`src/rtl/id_stage.sv`:
```
// rtl/id_stage.sv - RV32I decode stage: operand read/forward, branch resolve, EX handshake
//
// Optional feature macro: ID_FORWARD_EN
//   defined   : EX/MEM/WB results are forwarded into ID and only load-use hazards stall.
//   undefined : operands come from the register file only, and any RAW hazard on an
//               EX or MEM destination stalls (WB is excluded since the RF writes first-half).
//
// Ports:
//   clk, rst                      clock, synchronous active-high reset
//   if_to_id_valid, if_to_id_bus  {pc, inst} from fetch
//   id_allow_in                   ID can accept this cycle
//   id_to_if_bus                  {branch_taken, branch_target, branch_taken_cancel}
//   ex_allow_in                   EX can accept
//   id_to_ex_valid, id_to_ex_bus  {pc, inst, imm, src1, src2, rd, rf_we, is_load, is_store, illegal}
//   rf_raddr1/2, rf_rdata1/2      register-file read port, same-cycle data
//   {ex,mem,wb}_fwd_we/dest/data  downstream results
//   ex_is_load                    EX holds a load whose data is not ready
//   system_flush                  trap/mret flush

`ifndef PC_WIDTH
`define PC_WIDTH 32
`endif
`ifndef XLEN
`define XLEN 32
`endif
`ifndef MEM_BASE
`define MEM_BASE 32'h8000_0000
`endif

module id_stage #(
    parameter int PC_W = `PC_WIDTH,
    parameter int XLEN = `XLEN,
    parameter logic [PC_W-1:0] IMEM_BASE = `MEM_BASE
) (
    input  logic                           clk,
    input  logic                           rst,
    input  logic                           if_to_id_valid,
    input  logic [PC_W+32-1:0]             if_to_id_bus,
    output logic                           id_allow_in,
    output logic [PC_W+2-1:0]              id_to_if_bus,
    input  logic                           ex_allow_in,
    output logic                           id_to_ex_valid,
    output logic [PC_W+64+2*XLEN+9-1:0]    id_to_ex_bus,
    output logic [4:0]                     rf_raddr1,
    output logic [4:0]                     rf_raddr2,
    input  logic [XLEN-1:0]                rf_rdata1,
    input  logic [XLEN-1:0]                rf_rdata2,
    input  logic                           ex_fwd_we,
    input  logic                           mem_fwd_we,
    input  logic                           wb_fwd_we,
    input  logic [4:0]                     ex_fwd_dest,
    input  logic [4:0]                     mem_fwd_dest,
    input  logic [4:0]                     wb_fwd_dest,
    input  logic [XLEN-1:0]                ex_fwd_data,
    input  logic [XLEN-1:0]                mem_fwd_data,
    input  logic [XLEN-1:0]                wb_fwd_data,
    input  logic                           ex_is_load,
    input  logic                           system_flush
);

    localparam logic [6:0] OP_LUI    = 7'b0110111;
    localparam logic [6:0] OP_AUIPC  = 7'b0010111;
    localparam logic [6:0] OP_JAL    = 7'b1101111;
    localparam logic [6:0] OP_JALR   = 7'b1100111;
    localparam logic [6:0] OP_BRANCH = 7'b1100011;
    localparam logic [6:0] OP_LOAD   = 7'b0000011;
    localparam logic [6:0] OP_STORE  = 7'b0100011;
    localparam logic [6:0] OP_OPIMM  = 7'b0010011;
    localparam logic [6:0] OP_OP     = 7'b0110011;
    localparam logic [6:0] OP_SYSTEM = 7'b1110011;

    logic            id_valid;
    logic [PC_W-1:0] id_pc;
    logic [31:0]     id_inst;

    logic            id_ready_go;
    logic            load_use_stall;
    logic            br_fire;

    logic [6:0] opcode;
    logic [4:0] rd;
    logic [4:0] rs1;
    logic [4:0] rs2;
    logic [2:0] funct3;

    assign opcode = id_inst[6:0];
    assign rd     = id_inst[11:7];
    assign funct3 = id_inst[14:12];
    assign rs1    = id_inst[19:15];
    assign rs2    = id_inst[24:20];

    assign rf_raddr1 = rs1;
    assign rf_raddr2 = rs2;

    // Pipeline register
    always_ff @(posedge clk) begin
        if (rst) begin
            id_valid <= 1'b0;
            id_pc    <= IMEM_BASE;
            id_inst  <= 32'h0000_0013;
        end else if (system_flush) begin
            id_valid <= 1'b0;
        end else if (id_allow_in) begin
            // A fired branch/jump means whatever fetch offers now is wrong-path.
            id_valid <= if_to_id_valid & ~br_fire;
            id_pc    <= if_to_id_bus[PC_W+32-1:32];
            id_inst  <= if_to_id_bus[31:0];
        end
    end

    assign id_ready_go    = id_valid & ~load_use_stall;
    assign id_allow_in    = ~id_valid | (id_ready_go & ex_allow_in);
    assign id_to_ex_valid = id_valid & id_ready_go & ~system_flush;

    // Decode
    logic is_lui, is_auipc, is_jal, is_jalr, is_branch, is_load, is_store;
    logic is_opimm, is_op, illegal;

    always_comb begin
        is_lui    = 1'b0;
        is_auipc  = 1'b0;
        is_jal    = 1'b0;
        is_jalr   = 1'b0;
        is_branch = 1'b0;
        is_load   = 1'b0;
        is_store  = 1'b0;
        is_opimm  = 1'b0;
        is_op     = 1'b0;
        illegal   = 1'b0;
        case (opcode)
            OP_LUI:    is_lui    = 1'b1;
            OP_AUIPC:  is_auipc  = 1'b1;
            OP_JAL:    is_jal    = 1'b1;
            OP_JALR:   is_jalr   = 1'b1;
            OP_BRANCH: is_branch = 1'b1;
            OP_LOAD:   is_load   = 1'b1;
            OP_STORE:  is_store  = 1'b1;
            OP_OPIMM:  is_opimm  = 1'b1;
            OP_OP:     is_op     = 1'b1;
            OP_SYSTEM: ;
            default:   illegal   = 1'b1;
        endcase
    end

    logic [31:0] imm;
    always_comb begin
        imm = 32'h0;
        if (is_jalr || is_load || is_opimm || opcode == OP_SYSTEM)
            imm = {{21{id_inst[31]}}, id_inst[30:20]};
        else if (is_store)
            imm = {{21{id_inst[31]}}, id_inst[30:25], id_inst[11:7]};
        else if (is_branch)
            imm = {{20{id_inst[31]}}, id_inst[7], id_inst[30:25], id_inst[11:8], 1'b0};
        else if (is_lui || is_auipc)
            imm = {id_inst[31:12], 12'h0};
        else if (is_jal)
            imm = {{12{id_inst[31]}}, id_inst[19:12], id_inst[20], id_inst[30:21], 1'b0};
    end

    logic rf_we;
    assign rf_we = (is_lui | is_auipc | is_jal | is_jalr | is_load | is_opimm | is_op) & (rd != 5'd0);

    logic use_rs1, use_rs2;
    assign use_rs1 = ~(is_lui | is_auipc | is_jal);
    assign use_rs2 = is_branch | is_store | is_op;

    // Operand select and hazard detection
    logic [XLEN-1:0] rs1_val, rs2_val;

`ifdef ID_FORWARD_EN
    always_comb begin
        rs1_val = '0;
        if (rs1 != 5'd0) begin
            if (ex_fwd_we && ex_fwd_dest == rs1)        rs1_val = ex_fwd_data;
            else if (mem_fwd_we && mem_fwd_dest == rs1) rs1_val = mem_fwd_data;
            else if (wb_fwd_we && wb_fwd_dest == rs1)   rs1_val = wb_fwd_data;
            else                                        rs1_val = rf_rdata1;
        end
    end

    always_comb begin
        rs2_val = '0;
        if (rs2 != 5'd0) begin
            if (ex_fwd_we && ex_fwd_dest == rs2)        rs2_val = ex_fwd_data;
            else if (mem_fwd_we && mem_fwd_dest == rs2) rs2_val = mem_fwd_data;
            else if (wb_fwd_we && wb_fwd_dest == rs2)   rs2_val = wb_fwd_data;
            else                                        rs2_val = rf_rdata2;
        end
    end

    // Only a load in EX cannot be forwarded yet.
    assign load_use_stall = id_valid & ex_fwd_we & ex_is_load & (ex_fwd_dest != 5'd0) &
                            ((use_rs1 & (ex_fwd_dest == rs1)) | (use_rs2 & (ex_fwd_dest == rs2)));
`else
    assign rs1_val = (rs1 == 5'd0) ? '0 : rf_rdata1;
    assign rs2_val = (rs2 == 5'd0) ? '0 : rf_rdata2;

    logic raw1, raw2;
    assign raw1 = (rs1 != 5'd0) & ((ex_fwd_we & (ex_fwd_dest == rs1)) | (mem_fwd_we & (mem_fwd_dest == rs1)));
    assign raw2 = (rs2 != 5'd0) & ((ex_fwd_we & (ex_fwd_dest == rs2)) | (mem_fwd_we & (mem_fwd_dest == rs2)));

    assign load_use_stall = id_valid & ((use_rs1 & raw1) | (use_rs2 & raw2));

    logic unused_fwd;
    assign unused_fwd = ^{ex_is_load, ex_fwd_data, mem_fwd_data, wb_fwd_we, wb_fwd_dest, wb_fwd_data};
`endif

    // Branch resolve
    logic cmp_taken;
    always_comb begin
        cmp_taken = 1'b0;
        case (funct3)
            3'b000:  cmp_taken = (rs1_val == rs2_val);
            3'b001:  cmp_taken = (rs1_val != rs2_val);
            3'b100:  cmp_taken = ($signed(rs1_val) <  $signed(rs2_val));
            3'b101:  cmp_taken = ($signed(rs1_val) >= $signed(rs2_val));
            3'b110:  cmp_taken = (rs1_val <  rs2_val);
            3'b111:  cmp_taken = (rs1_val >= rs2_val);
            default: cmp_taken = 1'b0;
        endcase
    end

    assign br_fire = id_valid & id_ready_go & ex_allow_in & ~system_flush &
                     (is_jal | is_jalr | (is_branch & cmp_taken));

    logic [PC_W-1:0] br_target;
    always_comb begin
        if (is_jalr)
            br_target = (PC_W'(rs1_val) + PC_W'(imm)) & {{(PC_W-1){1'b1}}, 1'b0};
        else
            br_target = id_pc + PC_W'(imm);
    end

    logic redirect;
    assign redirect     = br_fire & ~rst;
    assign id_to_if_bus = {redirect, (redirect ? br_target : {PC_W{1'b0}}), redirect};

    // Outgoing operands
    logic [XLEN-1:0] src1;
    always_comb begin
        if (is_auipc || is_jal) src1 = XLEN'(id_pc);
        else if (is_lui)        src1 = '0;
        else                    src1 = rs1_val;
    end

    assign id_to_ex_bus = {id_pc, id_inst, imm, src1, rs2_val, rd, rf_we, is_load, is_store, illegal};

endmodule

```
`config.mk`:
```
export PLATFORM = sky130hd
export DESIGN_NAME = id_stage
export DESIGN_NICKNAME = d
export VERILOG_FILES = /design/src/rtl/id_stage.sv
export SDC_FILE = /design/constraint.sdc
export NUM_CORES = 1
export LEC_CHECK = 0
export ABC_CLOCK_PERIOD_IN_PS = 13000
export BUFFER_PORTS_ARGS = -buffer_cell sky130_fd_sc_hd__buf_2
export CAP_MARGIN = 20
export CORE_AREA = 2 2 180 182
export CTS_BUF_LIST = sky130_fd_sc_hd__clkbuf_8 sky130_fd_sc_hd__clkbuf_16
export CTS_CLUSTER_SIZE = 25
export DETAILED_ROUTE_END_ITERATION = 6
export DIE_AREA = 0 0 182 184
export PLACE_DENSITY = 0.6
export REMOVE_ABC_BUFFERS = 1
export SYNTH_ARGS = -nofsm -noshare
export SYNTH_HDL_FRONTEND = slang
export SYNTH_SLANG_ARGS = --single-unit
```
`constraint.sdc`:
```
create_clock -name clk -period 13 [get_ports clk]
set_input_delay 1.95 -clock clk [delete_from_list [all_inputs] [get_ports clk]]
set_output_delay 1.95 -clock clk [all_outputs]
set_load 0.005 [all_outputs]
```
==> impl_metrics.py, run 1 <==
metrics = {
    "drt": {
        "wl_per_cell_um": 19.39,
        "vias": 10170,
        "drt_iter0_markers": 478,
        "drc": 0,
        "viasPerCell": 5.143,
        "antenna_left": 0,
        "wirelength_um": 38360,
        "first_pass_iters": 5,
    },
    "critical_path": {
        "worstSetupPathType": "reg2out",
        "path_cells": "nand4b_1 > nor2_1 > and2_1 > nor2_1 > nor2b_1 > ha_1 > a2111oi_0 > o21ai_0 > a211oi_1 > o221ai_1 > o41ai_1 > o21ai_0 > o41a_1 > xnor2_1 > nor2_1 > a211oi_1 > buf_2",
        "startpoint_type": "flip-flop",
        "required_ns": 11.05,
        "slowest_stage": "a211oi_1",
        "crit_buf_inv": 1,
        "cpMostUsedCell": "nor2_1",
        "cp_slowest_stage_delay_ns": 0.77,
        "worst-path-max-fanout": 17,
        "cp-end-kind": "primary output",
        "path_delay_family": "compound AO/OA/AOI/OAI gates",
        "arrival_ns": 6.46,
    },
    "cells_and_area": {
        "fillerInstances": 3494,
        "seqCellArea_um2": 1301,
        "multi_input_area_um2": 6625,
        "drive_gt1_frac": 0.2661,
        "design_area_um2": 10850,
        "fin_nets": 1907,
        "area_delta_synth_final_pct": 26.76,
    },
    "timing": {
        "rsz0062_at_grt": "no",
        "setup_viol": 0,
        "final.min_clock_period_ns": 8.415,
        "fin_tns_setup_ns": 0,
        "skew_ns": 0.007881,
        "hold_violations": 0,
        "drv_slew": 0,
        "relSlewSlack": 0.2807,
        "max_freq_mhz": 118.8,
        "worst_pin_slew_ns": 1.079,
        "fin_ws_ns": 4.585,
        "min_period_over_period": 0.6473,
        "holdWs_ns": 0.4986,
    },
    "cts": {
        "clkTransAtPathRegs_ns": 0.07,
        "hold_buffers": 0,
        "ctsResizeCount": 0,
        "insertion_delay_ns": 0.35,
        "cts_setup_buffers": 0,
        "cts_tree": "yes",
        "cts_buffer_depth": 2,
        "root_buffer": "clkbuf_16",
        "numCtsBuffers": 9,
        "clock-sinks": 65,
        "h-tree-depth": 3,
    },
    "synthesis": {
        "syn_avg_cell_area_um2": 6.720,
        "synth_ff_type": "dfxtp_1",
        "syn-cell-area_um2": 8561,
        "synthDistinctLibCells": 72,
        "ys_seq_area_frac": 0.1520,
        "async_flop_share": 0,
        "ys.warnings.count": 0,
        "ys_seq_elements": 65,
        "syn_inst": 1274,
        "synth_edf_count": 0,
    },
    "job": {
        "max-cap-violations": 0,
    },
    "power": {
        "internal_power_mw": 0.5157,
        "power.total_mw": 0.8757,
        "clockPowerShare": 0.314,
        "swShare": 0.4111,
        "p_leak_nw": 5.824,
        "p_sw_mw": 0.3600,
        "p_seq_frac": 0.267,
        "ir_drop_v": 0.00004278,
        "comb_power_share": 0.419,
        "p_per_area_nw_per_um2": 80.70,
    },
    "placement": {
        "dpl_cell_area_um2": 10530,
        "dp_slack_ns": 4.719,
        "portBuffers": 359,
        "gp_congestion": 0.8982,
        "place_hpwl_um": 30710,
    },
    "global_routing": {
        "antenna_found_initial": 4,
        "track_usage": 0.2221,
        "overflow": 0,
        "grt_pass1_vias": 9483,
        "grt_max_degree": 67,
        "grt_pass1_wl_um": 56840,
    },
    "die": {
        "core_um2": 31390,
        "die_w_um": 182,
        "die_area_um2": 33490,
        "pin_count": 463,
        "initial_utilization": 0.2727,
        "num_rows": 65,
        "die_h_um": 184,
    },
    "hold_path": {
        "hold_path.class": "reg2reg",
    },
    "outcome": {
        "outcome": "finished, final reports clean",
    },
}
## Yosys cell counts (3+ instances only)
library cell | instances | share of area
a31oi_1 | 13 | 0.0095
and2_1 | 37 | 0.027
a221o_1 | 3 | 0.0035
a21oi_1 | 155 | 0.091
o211ai_1 | 5 | 0.0044
o31ai_1 | 4 | 0.0035
xor2_1 | 37 | 0.038
o22ai_1 | 3 | 0.0022
nand4_1 | 13 | 0.0095
ha_1 | 91 | 0.13
nor2b_1 | 15 | 0.011
or3_1 | 5 | 0.0037
nor3_1 | 19 | 0.011
inv_1 | 55 | 0.024
nand2_1 | 254 | 0.11
a22o_1 | 31 | 0.032
a21boi_0 | 7 | 0.0061
a2111oi_0 | 6 | 0.0061
o21a_1 | 9 | 0.0079
buf_6 | 3 | 0.0039
or2_2 | 6 | 0.0044
nand2b_1 | 8 | 0.0058
o21bai_1 | 7 | 0.0061
a211oi_1 | 17 | 0.015
a21o_1 | 33 | 0.029
nor2_1 | 86 | 0.038
xnor2_1 | 35 | 0.036
nand3b_1 | 4 | 0.0035
and3_1 | 12 | 0.0088
nor3b_1 | 3 | 0.0026
buf_4 | 21 | 0.018
clkbuf_1 | 66 | 0.029
nand3_1 | 25 | 0.015
dfxtp_1 | 65 | 0.15
nor2_2 | 9 | 0.0066
nor4_1 | 6 | 0.0044
o21ai_0 | 58 | 0.034
## power by group through the flow
| stage | Sequential, mW | Combinational (mW) | Clock [mW] |
|---|---|---|---|
| global placement | 0.239 | 0.363 | 0 |
| detailed placement | 0.239 | 0.367 | 0 |
| CTS | 0.234 | 0.369 | 0.283 |
| floorplan | 0.232 | 0.220 | 0 |
| global route | 0.237 | 0.411 | 0.289 |
| finish | 0.234 | 0.367 | 0.275 |
## worst register-to-register path: stages, from the launching register on
cell,delay (ns)
dfxtp_1,0.46
or4_4,0.63
or2_2,0.61
nand2_1,0.31
ha_1,0.28
a2111oi_0,0.39
o21ai_0,0.17
a31oi_1,0.22
nor2_1,0.06
a2111oi_0,0.67
o21ai_0,0.30
mux2_2,0.34
o32a_1,0.38
nor2_1,0.11
nor4_1,0.06
## state kept, by name, indices dropped and copies added (netlist names)
name and flops:
id_inst 32, id_pc 32, id_valid 1
## layout make-up
class,instances,area share
clock buffers,9,0.02075
clock inverters,7,0.007725
multi-input cells,1063,0.6105
inverters,55,0.01902
diodes,5,0.001153
well taps,402,0.04635
flip-flops and latches,65,0.1199
repair buffers,372,0.1746
## cells in the final DEF, fill, tap and decap left out, types with 5 or more instances in the layout
cell type | synthesis | routed
o21ai_0 | 58 | 58
nor2_1 | 86 | 85
a21o_1 | 33 | 33
and2_1 | 37 | 37
nor4_1 | 6 | 6
diode_2 | 0 | 5
nand2_1 | 254 | 254
a21oi_1 | 155 | 155
dfxtp_1 | 65 | 65
buf_2 | 1 | 359
nand4_1 | 13 | 13
nor2b_1 | 15 | 15
nor2_2 | 9 | 9
a21boi_0 | 7 | 7
nand2b_1 | 8 | 8
a22o_1 | 31 | 31
o21a_1 | 9 | 9
xnor2_1 | 35 | 35
or2_2 | 6 | 6
and3_1 | 12 | 12
o211ai_1 | 5 | 5
a211oi_1 | 17 | 17
buf_4 | 21 | 13
nor3_1 | 19 | 18
a31oi_1 | 13 | 13
xor2_1 | 37 | 37
ha_1 | 91 | 91
o21bai_1 | 7 | 7
nand3_1 | 25 | 25
inv_1 | 55 | 55
or3_1 | 5 | 5
clkbuf_16 | 0 | 9
a2111oi_0 | 6 | 6
## stage by stage
| stage | utilization | std cells |
|---|---|---|
| 6_report | 0.3457 | 1978 |
| 3_3_place_gp | 0.3354 | 1957 |
| 5_1_grt | 0.3455 | 1976 |
| 4_1_cts | 0.3453 | 1973 |
| 3_5_place_dp | 0.3354 | 1957 |
| 2_1_floorplan | - | 1183 |
## path summary, 6_finish.rpt
| path | start | end | slack, ns | depth (start not counted) |
|---|---|---|---|---|
| hold reg to reg | id_pc[20] | id_pc[20] | 0.50 | 2 |
| setup / recovery | id_inst[6] | id_to_if_bus[32] | 4.59 | 17 |
| hold / removal | id_pc[20] | id_pc[20] | 0.50 | 2 |
| setup reg to reg | id_inst[21] | id_valid | 7.89 | 14 |
## cell families after synthesis
family	after synthesis	synth area share
AND/OR/NAND/NOR	518	0.2793
AO/OA/AOI/OAI	376	0.2765
buffers and inverters	146	0.07600
adder cells (fa/ha/maj)	94	0.1388
XOR/XNOR	72	0.07366
flip-flops	65	0.1520
multiplexers	3	0.003654
## layer usage
metal  part of all wire  global-route usage  routed length (um)  vias to the layer above
met4              0.021             0.05581                 787                        0
met5                  0                   0                   0                        -
met1               0.45              0.2915               17300                     4713
met2               0.48              0.3786               18230                      355
met3              0.053             0.03605                2042                       49
li1                   -                   -                   -                     5056
(Power assumes the default switching activity.)
==> run 2: changes to the inputs <==
==> config.mk (replaced) <==
export PLATFORM = sky130hd
export DESIGN_NAME = id_stage
export DESIGN_NICKNAME = d
export VERILOG_FILES = /design/src/rtl/id_stage.sv
export SDC_FILE = /design/constraint.sdc
export NUM_CORES = 1
export LEC_CHECK = 0
export ABC_AREA = 1
export ABC_CLOCK_PERIOD_IN_PS = 7000
export BUFFER_PORTS_ARGS = -buffer_cell sky130_fd_sc_hd__buf_2
export CAP_MARGIN = 20
export CORE_AREA = 2 2 181 183
export CTS_BUF_LIST = sky130_fd_sc_hd__clkbuf_8 sky130_fd_sc_hd__clkbuf_16
export CTS_CLUSTER_SIZE = 25
export DETAILED_ROUTE_END_ITERATION = 6
export DIE_AREA = 0 0 183 185
export PLACE_DENSITY = 0.62
export REMOVE_ABC_BUFFERS = 1
export SYNTH_ARGS = -nofsm -noshare
export SYNTH_HDL_FRONTEND = slang
export SYNTH_SLANG_ARGS = --single-unit
==> constraint.sdc (replaced) <==
create_clock -name clk -period 7 [get_ports clk]
set_input_delay 1.05 -clock clk [delete_from_list [all_inputs] [get_ports clk]]
set_output_delay 1.05 -clock clk [all_outputs]
set_load 0.005 [all_outputs]
==> impl_metrics.py, run 2 <==
metrics = {
    "synthesis": {
        "synth_most_common_cell": "nand2_1",
        "ys.warnings.count": 0,
        "synthTopCellsByCount": "nand2_1 (264), inv_1 (224), a21oi_1 (168)",
        "ys_seq_elements": 65,
        "synthDistinctLibCells": 59,
        "synth_area_leader_cell": "dfxtp_1",
        "syn_inst": 1442,
        "synth_largest_type_area_fraction": 0.1490,
        "syn_avg_cell_area_um2": 6.058,
        "synth_ff_type": "dfxtp_1",
        "ys_seq_area_frac": 0.1490,
        "syn-cell-area_um2": 8736,
        "synthTopCellsByArea": "dfxtp_1 (15%), ha_1 (13%), nand2_1 (11%)",
        "synth_edf_count": 0,
        "async_flop_share": 0,
    },
    "critical_path": {
        "path_cells": "nor3_4 > nand2_2 > buf_4 > nand3_2 > nor2_1 > o21a_1 > inv_1 > fa_1 > a21oi_1 > o21ai_0 > a31oi_1 > inv_1 > nand2_1 > nand2_1 > a21boi_0 > o21ai_0 > nand2_1 > nand3_1 > nand3_1 > nand4_1 > nor2_1 > buf_2",
        "worst-path-max-fanout": 35,
        "slowest_stage": "dfxtp_1",
        "cpMostUsedCell": "nand2_1",
        "startpoint_type": "flip-flop",
        "worstSetupPathType": "reg2out",
        "arrival_ns": 4.94,
        "cp_slowest_stage_delay_ns": 0.60,
        "reg2regPathDepth": 18,
        "required_ns": 5.95,
        "cp-end-kind": "primary output",
    },
    "cts": {
        "cts_tree": "yes",
        "clock-sinks": 65,
        "cts_buffer_depth": 2,
        "cts_setup_buffers": 0,
        "ctsResizeCount": 0,
        "hold_buffers": 0,
        "numCtsBuffers": 9,
        "h-tree-depth": 3,
        "insertion_delay_ns": 0.35,
        "clkTransAtPathRegs_ns": 0.07,
        "root_buffer": "clkbuf_16",
    },
    "power": {
        "comb_power_share": 0.467,
        "swShare": 0.4457,
        "clockPowerShare": 0.285,
        "internal_power_mw": 0.9848,
        "ir_drop_v": 0.0001059,
        "p_seq_frac": 0.248,
        "power.total_mw": 1.777,
        "p_sw_mw": 0.7920,
        "p_leak_nw": 6.292,
        "p_per_area_nw_per_um2": 160.3,
    },
    "timing": {
        "min_period_over_period": 0.8558,
        "setup_viol": 0,
        "hold_violations": 0,
        "skew_ns": 0.01290,
        "rsz0062_at_grt": "no",
        "worst_pin_slew_ns": 0.8461,
        "drv_slew": 0,
        "max_freq_mhz": 166.9,
        "final.min_clock_period_ns": 5.991,
        "fin_tns_setup_ns": 0,
        "relSlewSlack": 0.4300,
    },
    "global_routing": {
        "grt_max_degree": 70,
        "track_usage": 0.2331,
        "grt_pass1_vias": 10240,
        "antenna_found_initial": 1,
        "overflow": 0,
        "grt_pass1_wl_um": 59640,
    },
    "cells_and_area": {
        "drive_gt1_frac": 0.2555,
        "fin_nets": 2097,
        "final_common_cell": "buf_2",
        "area_delta_synth_final_pct": 26.91,
        "most-common-layout-cells": "buf_2 (359), nand2_1 (263), inv_1 (223)",
        "largest_registers": "id_inst: 32 flops, id_pc: 32 flops, id_valid: 1 flops",
        "diodes": 0,
    },
    "drt": {
        "wl_per_cell_um": 18.77,
        "antenna_left": 0,
        "viasPerCell": 5.064,
        "vias": 10980,
        "drc": 0,
        "wirelength_um": 40720,
        "first_pass_iters": 5,
        "drt_iter0_markers": 683,
    },
    "job": {
        "max-cap-violations": 0,
    },
    "die": {
        "die_h_um": 185,
        "die_w_um": 183,
        "pin_count": 463,
        "die_area_um2": 33860,
        "initial_utilization": 0.2726,
        "core_um2": 32040,
        "num_rows": 66,
    },
    "placement": {
        "portBuffers": 359,
        "place_hpwl_um": 33520,
        "gp_congestion": 0.9131,
    },
    "hold_path": {
        "hold_path.class": "reg2reg",
        "min_path_cells": 2,
    },
    "outcome": {
        "outcome": "finished, final reports clean",
    },
}
run 2: cell types whose count changed in the layout (fill, tap and decap cells not counted), sizes merged, moves of 18 or more:
cell / previous run / this run
inv: 60 / 232
o21ai: 60 / 133
nor2: 95 / 146
and2: 38 / 0
o22ai: 3 / 41
nand2: 254 / 286
nand3: 25 / 57
a22o: 31 / 0
a21o: 33 / 7
xnor2: 35 / 13
a21oi: 155 / 173
xor2: 37 / 19
run 2: cell families after synthesis:
family | count (synthesis) | share of synthesized area
AO/OA/AOI/OAI | 416 | 0.2707
AND/OR/NAND/NOR | 536 | 0.2700
multiplexers | 1 | 0.001146
adder cells (fa/ha/maj) | 93 | 0.1349
XOR/XNOR | 32 | 0.03208
buffers and inverters | 299 | 0.1422
flip-flops | 65 | 0.1490
run 2: metrics by stage:
stage / area [um^2] / hold WS, ns / worst slack (ns) / util / instances
4_1_cts: 11090 / 0.5022 / 1.012 / 0.3460 / 2169
5_1_grt: 11090 / 0.5269 / 0.6358 / 0.3460 / 2169
2_1_floorplan: 8361 / 0.4725 / 2.140 / - / 1374
6_report: 11090 / 0.4993 / 1.009 / 0.3460 / 2169
3_3_place_gp: 10780 / 0.4878 / 1.468 / 0.3366 / 2153
3_5_place_dp: 10780 / 0.4906 / 1.398 / 0.3366 / 2153
run 2: worst max-delay path, delay by kind of cell (launching register included):
family / cells / cell delay [ns]
fa+ha+maj: 1 / 0.47
flops: 1 / 0.60
compound gates: 6 / 1.55
buf+inv: 4 / 0.74
simple gates: 11 / 1.20
run 2: per-layer routing:
layer	vias up	wire length, um	track usage	part of all wire
li1	5461	-	-	-
met1	5069	18190	0.3027	0.45
met2	401	19110	0.3989	0.47
met3	51	2527	0.03677	0.062
met4	2	879	0.06624	0.022
met5	-	13	0	0.00032
run 2: final cells by class:
cell class	count	area (um^2)
clock inverters	7	77.57
fillers	3590	20950
repair buffers	371	1887
clock buffers	9	225.2
well taps	408	510.5
inverters	231	867.1
flip-flops and latches	65	1301
multi-input cells	1078	6218
run 2: final timing paths:
kind,start,end,slack [ns]
hold / removal,id_pc[24],id_pc[24],0.50
setup reg to reg,id_inst[22],id_valid,3.00
setup / recovery,id_inst[4],id_to_if_bus[27],1.01
hold reg to reg,id_pc[24],id_pc[24],0.50
run 2: power by group through the flow:
stage               Combinational [mW]  Clock [mW]  Sequential (mW)
floorplan                        0.492           0            0.438
global placement                 0.816           0            0.449
detailed placement               0.823           0            0.449
CTS                              0.828       0.525            0.441
global route                     0.927       0.535            0.444
finish                           0.830       0.507            0.440
==> run 3: changes to the inputs <==
--- a/config.mk
+++ b/config.mk
@@ -9,12 +9,13 @@
 export ABC_CLOCK_PERIOD_IN_PS = 7000
 export BUFFER_PORTS_ARGS = -buffer_cell sky130_fd_sc_hd__buf_2
 export CAP_MARGIN = 20
-export CORE_AREA = 2 2 181 183
+export CORE_AREA = 2 2 179 181
 export CTS_BUF_LIST = sky130_fd_sc_hd__clkbuf_8 sky130_fd_sc_hd__clkbuf_16
 export CTS_CLUSTER_SIZE = 25
 export DETAILED_ROUTE_END_ITERATION = 6
-export DIE_AREA = 0 0 183 185
-export PLACE_DENSITY = 0.62
+export DIE_AREA = 0 0 181 183
+export PLACE_DENSITY = 0.61
+export RECOVER_POWER = 50
 export REMOVE_ABC_BUFFERS = 1
 export SYNTH_ARGS = -nofsm -noshare
 export SYNTH_HDL_FRONTEND = slang
==> impl_metrics.py, run 3 (synthesis results as in run 2) <==
metrics = {
    "outcome": {
        "outcome": "finished, final reports clean",
    },
    "cells_and_area": {
        "final_common_cell": "buf_2",
        "fin_nets": 2098,
        "largest_registers": "id_inst: 32 flops, id_pc: 32 flops, id_valid: 1 flops",
        "most-common-layout-cells": "buf_2 (317), nand2_1 (265), inv_1 (223)",
        "seqCellArea_um2": 1301,
        "multi_input_area_um2": 6187,
        "drive_gt1_frac": 0.2293,
        "area_delta_synth_final_pct": 26.04,
        "design_area_um2": 11010,
        "fillerInstances": 3560,
    },
    "drt": {
        "first_pass_iters": 5,
        "drt_iter0_markers": 724,
        "wl_per_cell_um": 18.55,
        "viasPerCell": 5.053,
        "drc": 0,
        "antenna_left": 0,
        "wirelength_um": 40180,
        "vias": 10940,
    },
    "critical_path": {
        "worstSetupPathType": "reg2out",
        "cp-end-kind": "primary output",
        "crit_path_start": "id_inst[1]",
        "worst-path-max-fanout": 5,
        "startpoint_type": "flip-flop",
        "arrival_ns": 4.94,
        "r2r_end": "id_inst[31]",
        "required_ns": 5.95,
        "r2r-start": "id_inst[22]",
        "crit_end": "id_to_if_bus[23]",
        "reg2regPathDepth": 10,
        "regToRegSetupSlack_ns": 2.68,
    },
    "power": {
        "ir_drop_v": 0.0001054,
        "p_per_area_nw_per_um2": 160.0,
        "power.total_mw": 1.762,
        "p_leak_nw": 6.133,
    },
    "timing": {
        "drv_slew": 0,
        "max_freq_mhz": 167.0,
        "relSlewSlack": 0.1112,
        "setup_viol": 0,
        "fin_tns_setup_ns": 0,
        "rsz0062_at_grt": "no",
        "worst_pin_slew_ns": 1.330,
        "hold_violations": 0,
        "final.min_clock_period_ns": 5.987,
        "skew_ns": 0.008507,
        "min_period_over_period": 0.8552,
        "holdWs_ns": 0.4992,
        "fin_ws_ns": 1.013,
    },
    "die": {
        "core_um2": 31230,
        "die_area_um2": 33120,
        "initial_utilization": 0.2797,
        "num_rows": 65,
        "die_h_um": 183,
        "pin_count": 463,
        "die_w_um": 181,
    },
    "placement": {
        "portBuffers": 359,
        "dp_slack_ns": 1.284,
        "dpl_cell_area_um2": 10780,
        "place_hpwl_um": 32910,
        "gp_congestion": 0.9089,
    },
    "cts": {
        "clock-sinks": 65,
        "clkTransAtPathRegs_ns": 0.07,
        "cts_tree": "yes",
        "root_buffer": "clkbuf_16",
        "cts_buffer_depth": 2,
        "insertion_delay_ns": 0.36,
        "hold_buffers": 0,
        "numCtsBuffers": 9,
        "cts_setup_buffers": 0,
        "h-tree-depth": 3,
        "ctsResizeCount": 0,
    },
    "global_routing": {
        "grt_pass1_wl_um": 59980,
        "grt_pass1_vias": 10580,
        "track_usage": 0.2361,
        "antenna_found_initial": 3,
        "grt_max_degree": 84,
        "overflow": 0,
    },
    "job": {
        "max-cap-violations": 0,
    },
    "hold_path": {
        "hold_path.class": "reg2reg",
    },
}
==> run 3: cell count changes in the layout (fill, tap and decap cells not counted), moves of 2 or more <==
cell / change
nand2_1: +2
clkbuf_1: +42
nand2_4: -2
buf_2: -42
clkinv_2: -2
diode_2: +2
==> run 3: per-layer routing <==
| layer | track usage | vias to the layer above | part of all wire |
|---|---|---|---|
| met5 | 0 | - | 0.00032 |
| met4 | 0.07837 | 2 | 0.027 |
| met3 | 0.03415 | 61 | 0.055 |
| met2 | 0.4155 | 383 | 0.47 |
| met1 | 0.2963 | 5041 | 0.44 |
| li1 | - | 5457 | - |
==> run 3: area by class of cell <==
type | count | share of cell area
Sequential cell | 65 | 0.1182
Clock buffer | 9 | 0.02045
Inverter | 231 | 0.07875
Antenna cell | 2 | 0.0004545
Clock inverter | 7 | 0.007841
Tap cell | 402 | 0.04568
Multi-Input combinational cell | 1078 | 0.5619
Timing Repair Buffer | 372 | 0.1667
==> run 3: how the worst min path moves through the flow <==
stage                 from     endpoint  slack (ns)  cells after the start
4_1_cts           id_pc[0]     id_pc[0]        0.50                      2
2_1_floorplan  id_inst[25]  id_inst[25]        0.47                      2
5_1_grt          id_pc[25]    id_pc[25]        0.53                      2
6_report          id_pc[0]     id_pc[0]        0.50                      2
3_5_place_dp      id_pc[0]     id_pc[0]        0.49                      2
3_3_place_gp     id_pc[23]    id_pc[23]        0.48                      2
==> run 3: metrics by stage <==
step | cells | util
floorplan | 1374 | -
finish | 2166 | 0.3526
global route | 2165 | 0.3525
global placement | 2148 | 0.3453
CTS | 2164 | 0.3553
detailed placement | 2148 | 0.3453
==> run 3: worst max-delay path, cell delays in order, from the launching register on <==
cell and delay (ns):
dfxtp_1 0.37, nand2_2 0.09, nor3_1 0.45, nand3_1 0.28, nand3_1 0.23, nor2_1 0.09
o21a_1 0.22, inv_1 0.15, fa_1 0.24, a21oi_1 0.10, o21ai_0 0.53, a21oi_1 0.21
o211ai_1 0.32, nand4_1 0.13, nand2_1 0.17, nand2_1 0.08, o211ai_1 0.16, nand3_1 0.15
a21o_1 0.18, nand3_1 0.06, o21ai_0 0.12, nor2_1 0.11, buf_2 0.14
==> run 3: power breakdown <==
group	leakage [nW]	switching (mW)	internal [mW]	total (mW)
clock network	0.150	0.219	0.284	0.503
registers	0.540	0.0393	0.400	0.439
logic	5.44	0.522	0.298	0.820
total	6.13	0.780	0.982	1.76
